===== config.mk =====
export PLATFORM = sky130hd
export DESIGN_NAME = stopwatch_cntr
export DESIGN_NICKNAME = d
export VERILOG_FILES = /design/src/rtl/stopwatch_cntr.sv
export SDC_FILE = /design/constraint.sdc
export NUM_CORES = 1
export LEC_CHECK = 0
export CAP_MARGIN = 5
export CORE_MARGIN = 2
export CORE_UTILIZATION = 45
export DETAILED_ROUTE_END_ITERATION = 16
export GPL_TIMING_DRIVEN = 0
export SLEW_MARGIN = 25
export SYNTH_ARGS = -nofsm -noshare
export SYNTH_HDL_FRONTEND = slang
export SYNTH_SLANG_ARGS = --single-unit

===== constraint.sdc =====
create_clock -name clk -period 3.6 [get_ports clk]
set_input_delay 0.54 -clock clk [delete_from_list [all_inputs] [get_ports clk]]
set_output_delay 0.54 -clock clk [all_outputs]
set_load 0.03 [all_outputs]

===== src/rtl/stopwatch_cntr.sv =====
// Centisecond stopwatch: prescaled BCD counter (00.00-59.99) with run/pause/lap
// control and a frozen lap display.
module stopwatch_cntr #(
  parameter int unsigned CS_DIV = 1_000_000
) (
  input  logic        clk,
  input  logic        reset_p,
  input  logic        btn_start,
  input  logic        btn_lap,
  input  logic        btn_clear,
  output logic [15:0] value,
  output logic        running,
  output logic        lap_active,
  output logic        wrap
);

  localparam int PW = (CS_DIV > 1) ? $clog2(CS_DIV) : 1;
  localparam logic [PW-1:0] PSC_MAX = PW'(CS_DIV - 1);
  // Per-digit limits, index 0 = cs_ones ... index 3 = s_tens
  localparam logic [3:0][3:0] DIG_MAX = {4'd5, 4'd9, 4'd9, 4'd9};

  typedef enum logic [1:0] {S_IDLE, S_RUN, S_PAUSE, S_LAP} state_e;

  state_e           state_q, state_d;
  logic [PW-1:0]    psc_q, psc_d;
  logic [3:0][3:0]  cnt_q, cnt_d;
  logic [15:0]      lap_q, lap_d;
  logic             wrap_q, wrap_d;

  logic counting, tick, carry;
  logic clr_evt, st_evt, lap_evt;

  // Only the highest-priority pulse in a cycle is seen by the FSM
  assign clr_evt = btn_clear;
  assign st_evt  = btn_start & ~btn_clear;
  assign lap_evt = btn_lap & ~btn_start & ~btn_clear;

  assign counting = (state_q == S_RUN) || (state_q == S_LAP);
  assign tick     = counting && (psc_q == PSC_MAX);

  always_comb begin
    state_d = state_q;
    psc_d   = psc_q;
    cnt_d   = cnt_q;
    lap_d   = lap_q;
    wrap_d  = 1'b0;
    carry   = tick;

    if (counting) psc_d = tick ? '0 : psc_q + 1'b1;

    // Ripple the tick through the BCD chain; >= also scrubs any illegal digit
    for (int i = 0; i < 4; i++) begin
      if (carry) begin
        if (cnt_q[i] >= DIG_MAX[i]) begin
          cnt_d[i] = 4'd0;
        end else begin
          cnt_d[i] = cnt_q[i] + 4'd1;
          carry    = 1'b0;
        end
      end
    end
    wrap_d = tick & carry;

    unique case (state_q)
      S_IDLE:  if (st_evt) state_d = S_RUN;
      S_RUN: begin
        if (st_evt) begin
          state_d = S_PAUSE;
        end else if (lap_evt) begin
          state_d = S_LAP;
          lap_d   = cnt_q;
        end
      end
      S_LAP: begin
        if (st_evt)       state_d = S_PAUSE;
        else if (lap_evt) state_d = S_RUN;
      end
      S_PAUSE: begin
        if (clr_evt) begin
          state_d = S_IDLE;
          psc_d   = '0;
          cnt_d   = '0;
          lap_d   = '0;
          wrap_d  = 1'b0;
        end else if (st_evt) begin
          state_d = S_RUN;
        end
      end
      default: state_d = S_IDLE;
    endcase
  end

  always_ff @(posedge clk) begin
    if (reset_p) begin
      state_q <= S_IDLE;
      psc_q   <= '0;
      cnt_q   <= '0;
      lap_q   <= '0;
      wrap_q  <= 1'b0;
    end else begin
      state_q <= state_d;
      psc_q   <= psc_d;
      cnt_q   <= cnt_d;
      lap_q   <= lap_d;
      wrap_q  <= wrap_d;
    end
  end

  assign value      = (state_q == S_LAP) ? lap_q : cnt_q;
  assign running    = counting;
  assign lap_active = (state_q == S_LAP);
  assign wrap       = wrap_q;

endmodule


# Word level (Yosys, flattened, before mapping)
# Index checks and enable logic that the tools add are counted.
dict set report word_totals {
  register_bits 55
  inputBits 5
  wordCells 74
  out_inout_bits 19
}
dict set report classes {
  n_addsub 5
  order_cmp 4
  n_mux 36
  n_reduce_logical 6
  n_eq_ne 9
  n_bitwise 6
}
# operator n
set op_table {}
lappend op_table {{$mux W16} 6}
lappend op_table {{$mux W20} 4}
lappend op_table {{$mux W4} 8}
lappend op_table {{$pmux W16 S2} 1}
lappend op_table {{$add A20 B1 Y20 const B} 1}
lappend op_table {{$eq A20 B20 Y1 const B} 1}
lappend op_table {{$add A4 B1 Y4 const B} 4}
lappend op_table {{$ge A4 B4 Y1 const B} 3}
lappend op_table {{$mux W2} 6}
lappend op_table {{$mux W1} 10}
lappend op_table {{$pmux W2 S4} 1}
lappend op_table {{$ne A2 B2 Y1 const B} 3}
lappend op_table {{$and A1 B1 Y1} 4}
lappend op_table {{$eq A2 B2 Y1 const B} 2}
lappend op_table {{$ge A4 B3 Y1 const B} 1}
lappend op_table {{$reduce_and A4 Y1} 1}
lappend op_table {{$ne A3 B1 Y1 const B} 1}
lappend op_table {{$ne A3 B3 Y1 const B} 1}
lappend op_table {{$eq A2 B1 Y1 const B} 1}
lappend op_table {{$logic_not A2 Y1} 1}
lappend op_table {{$not A1 Y1} 2}
lappend op_table {{$reduce_and A2 Y1} 1}
lappend op_table {{$reduce_bool A2 Y1} 1}
lappend op_table {{$logic_and A1 B1 Y1} 1}
lappend op_table {{$logic_or A1 B1 Y1} 1}

# Depth between registers and ports, before layout
dict set report logic_depth {
  word_depth 10
  ltp_mapped 7
  depth_no_buf 6
}

# Worst setup path before layout
# Ideal clock, no wire load.
dict set report synth_timing {
  path_type {reg-to-output}
  startpoint {register state_q[0]}
  endpoint {output value[12]}
  t_required_ns 3.060
  t_arrival_ns 1.782
  stages_incl_launch_ff 6
  n_path_buf 2
  slack_ns 1.278
  path_cell_list {dfxtp_1 > buf_4 > nand2_1 > inv_1 > clkbuf_1 > o21ai_0}
}
dict set report synth_via {
  elab_chain_cells 2
}
# element line_no
set synth_rtl {}
lappend synth_rtl {{start, declared} 24} ;# state_e state_q, state_d;
lappend synth_rtl {{start signal, assigned} 101} ;# state_q <= state_d;
lappend synth_rtl {{$eq A2 B2 Y1} n/a}
lappend synth_rtl {{named net lap_active} 13} ;# output logic lap_active,
lappend synth_rtl {{$mux W16} 109} ;# assign value = (state_q == S_LAP) ? lap_q : cnt_q;
lappend synth_rtl {{end, declared} 11} ;# output logic [15:0] value,
# The timed path passes the listed nets, and every way through them passes these cells.

# Final worst setup path
dict set report layout_timing {
  startpoint {register state_q[0]}
  endpoint {output value[4]}
}
dict set report layout_via {
  elab_chain_cells 2
}
# element line_no
set layout_rtl {}
lappend layout_rtl {{$eq A2 B2 Y1} 109}
lappend layout_rtl {{$mux W16} 109}
# No other way between the ends.

==> insert_results.sql <==
INSERT INTO impl_metrics (metric_group, metric, value, unit) VALUES
('worst_setup_path', 'regToRegStartpoint', 'psc_q[0]', ''),
('detailed_routing', 'drc', '0', ''),
('cells_and_area', 'fin_util', '53.2', '%'),
('power_and_ir_drop', 'design_power_total', '1.00', 'mW'),
('clocking', 'tritoncts_num_sinks', '55', ''),
('worst_setup_path', 'cell_with_the_biggest_individual_delay_on_the_critical_path', 'clkdlybuf4s50_1', ''),
('cells_and_area', 'final_layout_size_suffix_gt1_share', '6.72', '%'),
('cells_and_area', 'antennaDiodeCount', '0', ''),
('timing', 'layout_worst_path_cycle_share', '90.7', '%'),
('outcome', 'run_status', 'finished clean', ''),
('logic_synthesis', 'postSynthCellCount', '371', ''),
('worst_setup_path', 'cp_top_family', 'buffers and inverters', ''),
('cells_and_area', 'layout.cells.most_common', 'dfxtp_1', ''),
('detailed_routing', 'dr_total_vias', '2848', ''),
('logic_synthesis', 'synth_fp_nets', '389', ''),
('clocking', 'worst_skew_pair.late_latency', '310', 'ps'),
('grt', 'vias_in_the_first_global_route', '2627', ''),
('die', 'die_y', '85.4', 'µm'),
('timing', 'finalSetupViolCount', '0', ''),
('worst_setup_path', 'ff2ff_path_depth', '6', ''),
('worst_setup_path', 'worstPathRequired', '3060', 'ps'),
('worst_setup_path', 'crit_end', 'value[4]', ''),
('power_and_ir_drop', 'power.leakage', '1.08', 'nW'),
('logic_synthesis', 'largest_family_of_logic_cells_by_synthesized_area', 'simple AND/OR/NAND/NOR gates', ''),
('timing', 'timing.final.ws_setup', '335', 'ps'),
('clocking', 'ctsLongestPathBuffers', '2', ''),
('logic_synthesis', 'synthXorXnorAreaFrac', '2.64', '%'),
('cells_and_area', 'layout.cells.non_filler', '479', ''),
('grt', 'largest_net_degree_at_the_start_of_global_routing', '17', ''),
('worst_setup_path', 'cp_max_stage_delay', '750', 'ps'),
('timing', 'hold_viol_final', '0', ''),
('detailed_routing', 'detailedRoute.firstIterationViolations', '225', ''),
('power_and_ir_drop', 'cellPowerDensity', '295', 'nW/µm²'),
('die', 'full_die_area', '7290', 'µm²'),
('timing', 'fmax', '306', 'MHz'),
('placed_design', 'dpl.hpwl', '5.49', 'mm'),
('timing', 'rsz0062_at_grt', 'no', ''),
('die', 'row_count', '29', ''),
('logic_synthesis', 'synth_simple_gate_area_share', '27.9', '%'),
('die', 'die-width', '85.4', 'µm'),
('logic_synthesis', 'synth_edf_count', '0', ''),
('cells_and_area', 'synthToLayoutAreaGrowth', '14.0', '%'),
('grt', 'overflow', '0', ''),
('clocking', 'cts.htree.levels', '2', ''),
('logic_synthesis', 'ys_async_sr_fraction', '0', '%'),
('timing', 'finClkSkew', '12.5', 'ps'),
('placed_design', 'placement.cell_area', '3310', 'µm²'),
('die', 'floorplan.io_pins', '24', ''),
('worst_setup_path', 'critical_path.startpoint_type', 'flip-flop', ''),
('logic_synthesis', 'synth_cell_type_count', '42', ''),
('logic_synthesis', 'syn-mean-instance-area', '8.03', 'µm²'),
('worst_setup_path', 'end_kind', 'primary output', ''),
('cells_and_area', 'mostFrequentLayoutCells', '55 x dfxtp_1, 46 x a21oi_1, 37 x nand2_1', ''),
('clocking', 'cts_tree', 'yes', ''),
('worst_setup_path', 'cpMostUsedCell', 'nand2_1', ''),
('job', 'drv_cap', '0', ''),
('grt', 'grt.total_usage', '21.5', '%'),
('cells_and_area', 'finish.net_count', '419', ''),
('placed_design', 'place_congestion', '0.868', ''),
('worst_setup_path', 'cell_breakdown_of_the_critical_path', 'buf_4, nand2_1, inv_1, clkbuf_1, nand2_1, o21ai_0, clkdlybuf4s50_1', ''),
('grt', 'grt_pass1_wl', '12.8', 'mm'),
('detailed_routing', 'postRouteWirelength', '7.60', 'mm'),
('logic_synthesis', 'yosysWarningCount', '0', ''),
('die', 'core-area', '6390', 'µm²'),
('grt', 'grtUsageMet2', '36.1', '%'),
('worst_setup_path', 'worst-path-max-fanout', '10', ''),
('timing', 'final.setup.tns', '0', 'ps'),
('grt', 'antenna_found_initial', '0', ''),
('clocking', 'cts_root_buf', 'clkbuf_8', ''),
('grt', 'gr-max-usage-layer', 'met2', ''),
('logic_synthesis', 'ys_dominant_reg_cell', 'dfxtp_1', '');
==> Yosys cell counts (9+ instances only) <==
| master | n | area [µm²] |
|---|---|---|
| a21oi_1 | 46 | 230 |
| clkbuf_1 | 21 | 78.8 |
| dfxtp_1 | 55 | 1100 |
| ha_1 | 13 | 163 |
| inv_1 | 16 | 60.1 |
| nand2_1 | 37 | 139 |
| nand3_1 | 10 | 50.1 |
| nand4_1 | 34 | 213 |
| nor2_1 | 15 | 56.3 |
| o21ai_0 | 21 | 105 |
| o31ai_1 | 13 | 97.6 |
| or4_1 | 9 | 67.6 |
==> logic make-up after synthesis <==
logic type               count (synthesis)
XOR/XNOR                                 9
multiplexers                             6
buffers and inverters                   44
flip-flops                              55
AND/OR/NAND/NOR                        147
AO/OA/AOI/OAI                           97
adder cells (fa/ha/maj)                 13
==> worst min-delay path, cell delays in order, from the launching register on <==
cell	delay, ps
dfxtp_1	320
nand2_1	50
a21oi_1	50
==> how the worst min path moves through the flow <==
stage | startpoint | endpoint | slack (ps) | depth (start not counted)
after floorplan | lap_q[10] | lap_q[10] | 430 | 2
after global placement | lap_q[10] | lap_q[10] | 440 | 2
after global routing | lap_q[6] | lap_q[6] | 480 | 2
after detailed placement | lap_q[11] | lap_q[11] | 440 | 2
after CTS | lap_q[11] | lap_q[11] | 460 | 2
final | lap_q[11] | lap_q[11] | 450 | 2
==> state kept, by name, indices dropped and copies added, names as in the netlist <==
signal   count
cnt_q       16
lap_q       16
psc_q       20
state_q      2
wrap         1
==> routing by layer <==
metal  part of all wire (%)  vias to the layer above
met4                   0.76                        0
met5                      0                        -
li1                       -                     1415
met3                    4.0                        5
met1                     48                     1354
met2                     47                       74
==> where the power goes <==
part | internal (mW) | switching [mW] | leakage (nW) | total, mW
Combinational | 0.0149 | 0.0321 | 0.597 | 0.0470
Clock | 0.137 | 0.205 | 0.0412 | 0.341
Sequential | 0.610 | 0.00242 | 0.443 | 0.612
==> layout make-up <==
type / instances / area (µm²)
Buffer: 28 / 115
Clock buffer: 6 / 72.6
Clock inverter: 2 / 12.5
Fill cell: 611 / 2990
Inverter: 16 / 60.1
Multi-Input combinational cell: 272 / 1710
Sequential cell: 55 / 1100
Tap cell: 77 / 96.3
Timing Repair Buffer: 23 / 230
(Power assumes the default switching activity.)
